### src/rtl/bcd_pkg.sv
// Shared types and constants for the BCD <-> binary converters.
// Optional macro BCD_DIGIT_CHECK_EN enables the digit-range flag in bcd_to_bin.
package bcd_pkg;

  localparam int DIGIT_W = 4;
  localparam logic [DIGIT_W-1:0] BCD_MAX = 4'd9;

  localparam int DEF_DIGITS = 6;
  localparam int DEF_DATA_W = 20;

  typedef enum logic [1:0] {
    IDLE,
    CONV,
    DONE
  } state_t;

  function automatic logic bcd_bad(
    input logic [DIGIT_W-1:0] d
  );
    return d > BCD_MAX;
  endfunction

endpackage

### src/rtl/bcd_mac10.sv
// Combinational acc*10 + digit, truncated to DATA_W.
// Ports: acc (DATA_W), digit (4) -> result (DATA_W).
module bcd_mac10
  import bcd_pkg::*;
#(
  parameter int DATA_W = DEF_DATA_W
) (
  input  logic [DATA_W-1:0]  acc,
  input  logic [DIGIT_W-1:0] digit,
  output logic [DATA_W-1:0]  result
);

  logic [DATA_W+3:0] ext;
  logic [DATA_W+3:0] wide;
  logic              unused_hi;

  assign ext  = {4'b0, acc};
  // x*10 = x*8 + x*2; invalid digits wrap modulo 2^DATA_W.
  assign wide = (ext << 3) + (ext << 1)
              + {{DATA_W{1'b0}}, digit};

  assign result    = wide[DATA_W-1:0];
  assign unused_hi = ^wide[DATA_W+3:DATA_W];

endmodule

### src/rtl/bcd_to_bin.sv
// Sequential 8421-BCD to binary converter, MSB digit first.
// Ports: sys_clk, sys_rst (async high), in_valid/in_ready, unit..h_hun,
//   data, out_valid, busy, err. Macro BCD_DIGIT_CHECK_EN drives err.
module bcd_to_bin
  import bcd_pkg::*;
#(
  parameter int DIGITS = DEF_DIGITS,
  parameter int DATA_W = DEF_DATA_W
) (
  input  logic              sys_clk,
  input  logic              sys_rst,
  input  logic              in_valid,
  output logic              in_ready,
  input  logic [3:0]        unit,
  input  logic [3:0]        ten,
  input  logic [3:0]        hun,
  input  logic [3:0]        tho,
  input  logic [3:0]        t_tho,
  input  logic [3:0]        h_hun,
  output logic [DATA_W-1:0] data,
  output logic              out_valid,
  output logic              busy,
  output logic              err
);

  localparam int CNT_W =
    (DIGITS > 1) ? $clog2(DIGITS) : 1;

  state_t state;
  state_t state_nx;

  logic [DIGITS-1:0][DIGIT_W-1:0] dig;
  logic [CNT_W-1:0]               cnt;
  logic [DATA_W-1:0]              acc;
  logic [DATA_W-1:0]              acc_nx;
  logic                           accept;

  assign in_ready = (state == IDLE);
  assign busy     = (state != IDLE);
  assign accept   = in_valid && (state == IDLE);

  bcd_mac10 #(
    .DATA_W (DATA_W)
  ) u_mac (
    .acc    (acc),
    .digit  (dig[cnt]),
    .result (acc_nx)
  );

  always_ff @(posedge sys_clk or posedge sys_rst) begin
    if (sys_rst) state <= IDLE;
    else         state <= state_nx;
  end

  always_comb begin
    state_nx = state;
    unique case (state)
      IDLE: if (in_valid) state_nx = CONV;
      CONV: if (cnt == '0) state_nx = DONE;
      DONE: state_nx = IDLE;
      default: state_nx = IDLE;
    endcase
  end

  always_ff @(posedge sys_clk or posedge sys_rst) begin
    if (sys_rst) begin
      dig       <= '0;
      cnt       <= '0;
      acc       <= '0;
      data      <= '0;
      out_valid <= 1'b0;
    end else begin
      out_valid <= 1'b0;
      unique case (state)
        IDLE: begin
          if (in_valid) begin
            dig <= {h_hun, t_tho, tho,
                    hun, ten, unit};
            acc <= '0;
            cnt <= CNT_W'(DIGITS - 1);
          end
        end
        CONV: begin
          acc <= acc_nx;
          if (cnt != '0) cnt <= cnt - 1'b1;
        end
        DONE: begin
          data      <= acc;
          out_valid <= 1'b1;
        end
        default: ;
      endcase
    end
  end

`ifdef BCD_DIGIT_CHECK_EN
  logic bad_flag;

  always_ff @(posedge sys_clk or posedge sys_rst) begin
    if (sys_rst) begin
      bad_flag <= 1'b0;
    end else if (accept) begin
      bad_flag <= bcd_bad(unit)  | bcd_bad(ten)
                | bcd_bad(hun)   | bcd_bad(tho)
                | bcd_bad(t_tho) | bcd_bad(h_hun);
    end
  end

  assign err = out_valid & bad_flag;
`else
  logic unused_accept;

  assign unused_accept = accept;
  assign err           = 1'b0;
`endif

endmodule

### config.mk
export PLATFORM = sky130hd
export DESIGN_NAME = bcd_to_bin
export DESIGN_NICKNAME = d
export VERILOG_FILES = /design/src/rtl/bcd_pkg.sv /design/src/rtl/bcd_mac10.sv /design/src/rtl/bcd_to_bin.sv
export SDC_FILE = /design/constraint.sdc
export NUM_CORES = 1
export LEC_CHECK = 0
export BUFFER_PORTS_ARGS = -buffer_cell sky130_fd_sc_hd__buf_2
export CAP_MARGIN = 20
export CORE_ASPECT_RATIO = 1.75
export CORE_MARGIN = 3
export CORE_UTILIZATION = 45
export DETAILED_ROUTE_END_ITERATION = 6
export HOLD_SLACK_MARGIN = 0.06
export PLACE_DENSITY = 0.74
export SYNTH_ARGS = -nofsm -noshare
export SYNTH_HDL_FRONTEND = slang
export SYNTH_HIERARCHICAL = 1
export SYNTH_SLANG_ARGS = --single-unit
### constraint.sdc
create_clock -name sys_clk -period 6.7 [get_ports sys_clk]
set_input_delay 0.67 -clock sys_clk [delete_from_list [all_inputs] [get_ports sys_clk]]
set_output_delay 0.67 -clock sys_clk [all_outputs]
set_load 0.05 [all_outputs]
==> summary.txt <==
outcome = completed
clk_skew = 0.00814 ns
Max Fclk = 278 MHz
crit-path leading delay family = compound AO/OA/AOI/OAI gates
final hold violation count = 0
Post-CTS Resized = 0
post-route ant nets = 0
CP max FO = 10
n_diodes = 0
Primary FF master, synth = dfrtp_1
Slew Limit Fails = 0
Rows = 45
height of the die = 132 microns
layout cells sized above 1 = 0.248
RSZ-0062 raised after global routing = no
# DRC = 0
drt pass-1 iters = 6
CP endpoint kind = register
largest net degree at the start of global routing = 71
dpl hpwl = 6.07 mm
post-CTS setup buffer count = 0
synthesized area = 4050 sq um
CP Class = register to register
Setup Viol. Count Final = 0
Worst-Skew Late Latency = 0.33 ns
chip width = 77.7 microns
# placed instances = 521
maximum buffer depth of the clock tree = 2
highest routed layer = met4
Critical-path top delay cell = dfrtp_1
Final Instance Count excl. Fillers = 537
detailed-route via count = 2895
Met2 Wirelength = 4.65 mm
antenna violations before repair = 0
total CTS buffers = 9
die area = 10200 sq um
Total GRT Usage = 0.171
TritonCTS Sinks = 70
Initial Utilization = 0.464
required time worst endpoint = 6.89 ns
vias in the first global route = 3059
max-cap violations = 0
IO Port Bufs = 49
most numerous cell on the critical path = inv_1
setup slack at placement = 3.16 ns
HP Class = register to register
Routed Wire Length = 8.07 mm
cells after synthesis = 369
DR WL met3 = 267 microns
fin nets = 480
clock root buffer master = clkbuf_16
CTS tree = built
drt wl/cell = 15.0 microns
worst-path cell chain = mux2i_1 > or3_1 > o221ai_1 > inv_1 > fa_1 > inv_1 > ha_1 > a211oi_1 > nor2_1 > o31a_1 > a31oi_2 > a21oi_1 > xor2_1 > nand2_1 > o21ai_0
Met1 Wirelength = 2.92 mm
Total Neg Setup Slack = 0 ns
Worst-Margin Slew = 1.01 ns
Yosys reg bits = 70
synth warn = 6
Hold Buf Count CTS = 0
Max-slew headroom = 0.328
final setup margin = 3.11 ns
Largest stage delay, worst path = 0.62 ns
Net Count, Synth = 434
Cell variety after synth = 50
core area = 8730 sq um
CP arrival = 3.78 ns
H-tree levels = 3
Avg Inst Size Synth = 11.0 sq um
IO Count = 51
clk slew on worst S/H paths = 0.06 ns
post-synthesis async set-or-reset flop share = 1.00
first-pass GRT wire length = 14.0 mm
fin crit share = 0.536
Initial DRC Count = 166
P&R area growth vs syn = 15.6%
placer congestion estimate = 0.887
number of flops mapped to enable cells by yosys = 0
Vias/cell = 5.39
GR Overflow Total = 0
post-synthesis sequential area ratio = 0.432
Setup crit start kind = register
CP Buf/Inv Count = 2
Period minus WS final = 3.59 ns
final core occ = 0.537
-- flip-flops by register name (all words and copies together) (netlist names) --
signal / cells
acc: 20
cnt: 3
data: 20
dig: 24
out_valid: 1
state: 2
-- layer usage --
layer,up-vias,GRT usage
li1,1393,-
met1,1420,0.173
met2,63,0.319
met3,19,0.0322
met4,0,0.0921
met5,-,0
-- cell type report --
class / instances / area, sq um
clock buffers: 10 / 229
clock inverters: 6 / 86.3
fillers: 779 / 4040
inverters: 16 / 60.1
multi-input cells: 266 / 2140
flip-flops and latches: 70 / 1750
well taps: 117 / 146
repair buffers: 52 / 268
-- through the flow --
stage | hold WS (ns) | area, sq um
2_1_floorplan | 0.457 | 4050
3_3_place_gp | 0.468 | 4370
3_5_place_dp | 0.478 | 4370
4_1_cts | 0.491 | 4690
5_1_grt | 0.514 | 4690
6_report | 0.490 | 4690
-- logic make-up after synthesis --
| kind of cell | share of synthesized area |
|---|---|
| buffers and inverters | 0.0401 |
| AND/OR/NAND/NOR | 0.0898 |
| multiplexers | 0.152 |
| XOR/XNOR | 0.0367 |
| AO/OA/AOI/OAI | 0.127 |
| other | 0.000925 |
| adder cells (fa/ha/maj) | 0.121 |
| flip-flops | 0.432 |
-- cell usage in the layout, fill, tap and decap left out, types with 2 or more instances in the layout --
| master | instances |
|---|---|
| clkinv_2 | 2 |
| bufinv_16 | 2 |
| a21oi_1 | 10 |
| o21a_1 | 3 |
| buf_4 | 3 |
| inv_1 | 15 |
| a21o_1 | 4 |
| and3_1 | 3 |
| nor3_1 | 3 |
| o221ai_1 | 4 |
| xnor2_1 | 12 |
| mux2i_1 | 12 |
| mux2_1 | 19 |
| clkbuf_16 | 9 |
| fa_1 | 2 |
| mux2_2 | 25 |
| xor2_1 | 5 |
| o22ai_1 | 2 |
| o21ai_1 | 2 |
| nand2b_1 | 10 |
| a211oi_1 | 4 |
| nor2_1 | 10 |
| dfrtp_1 | 70 |
| a21oi_2 | 2 |
| or3_1 | 4 |
| ha_1 | 36 |
| a21o_2 | 2 |
| nand2_1 | 44 |
| buf_2 | 49 |
| o21ai_0 | 28 |
-- Yosys cell counts (5+ instances only) --
cell,count,area (sq um)
dfrtp_1,70,1750
nand2_1,44,165
ha_1,36,450
o21ai_0,28,140
mux2_2,25,282
mux2_1,19,214
inv_1,16,60.1
mux2i_1,12,120
xnor2_1,12,105
a21oi_1,10,50.1
nand2b_1,10,62.6
nor2_1,10,37.5
buf_2,8,40.0
xor2_1,5,43.8
-- final timing paths --
check	start	endpoint	slack, ns	cells past startpoint
max reg2reg	cnt[1]$_DFFE_PP0P_	acc[13]$_DFFE_PP0P_	3.11	15
min reg2reg	dig[8]$_DFFE_PP0P_	dig[8]$_DFFE_PP0P_	0.49	1
min in group asynchronous	sys_rst	data[17]$_DFFE_PP0P_	0.57	3
max in group asynchronous	sys_rst	acc[16]$_DFFE_PP0P_	5.54	3
max	cnt[1]$_DFFE_PP0P_	acc[13]$_DFFE_PP0P_	3.11	15
min	dig[8]$_DFFE_PP0P_	dig[8]$_DFFE_PP0P_	0.49	1
Power is left out: the tool's default activity adds up to more than one toggle a clock period on the data nets, which glitch-free logic cannot reach.
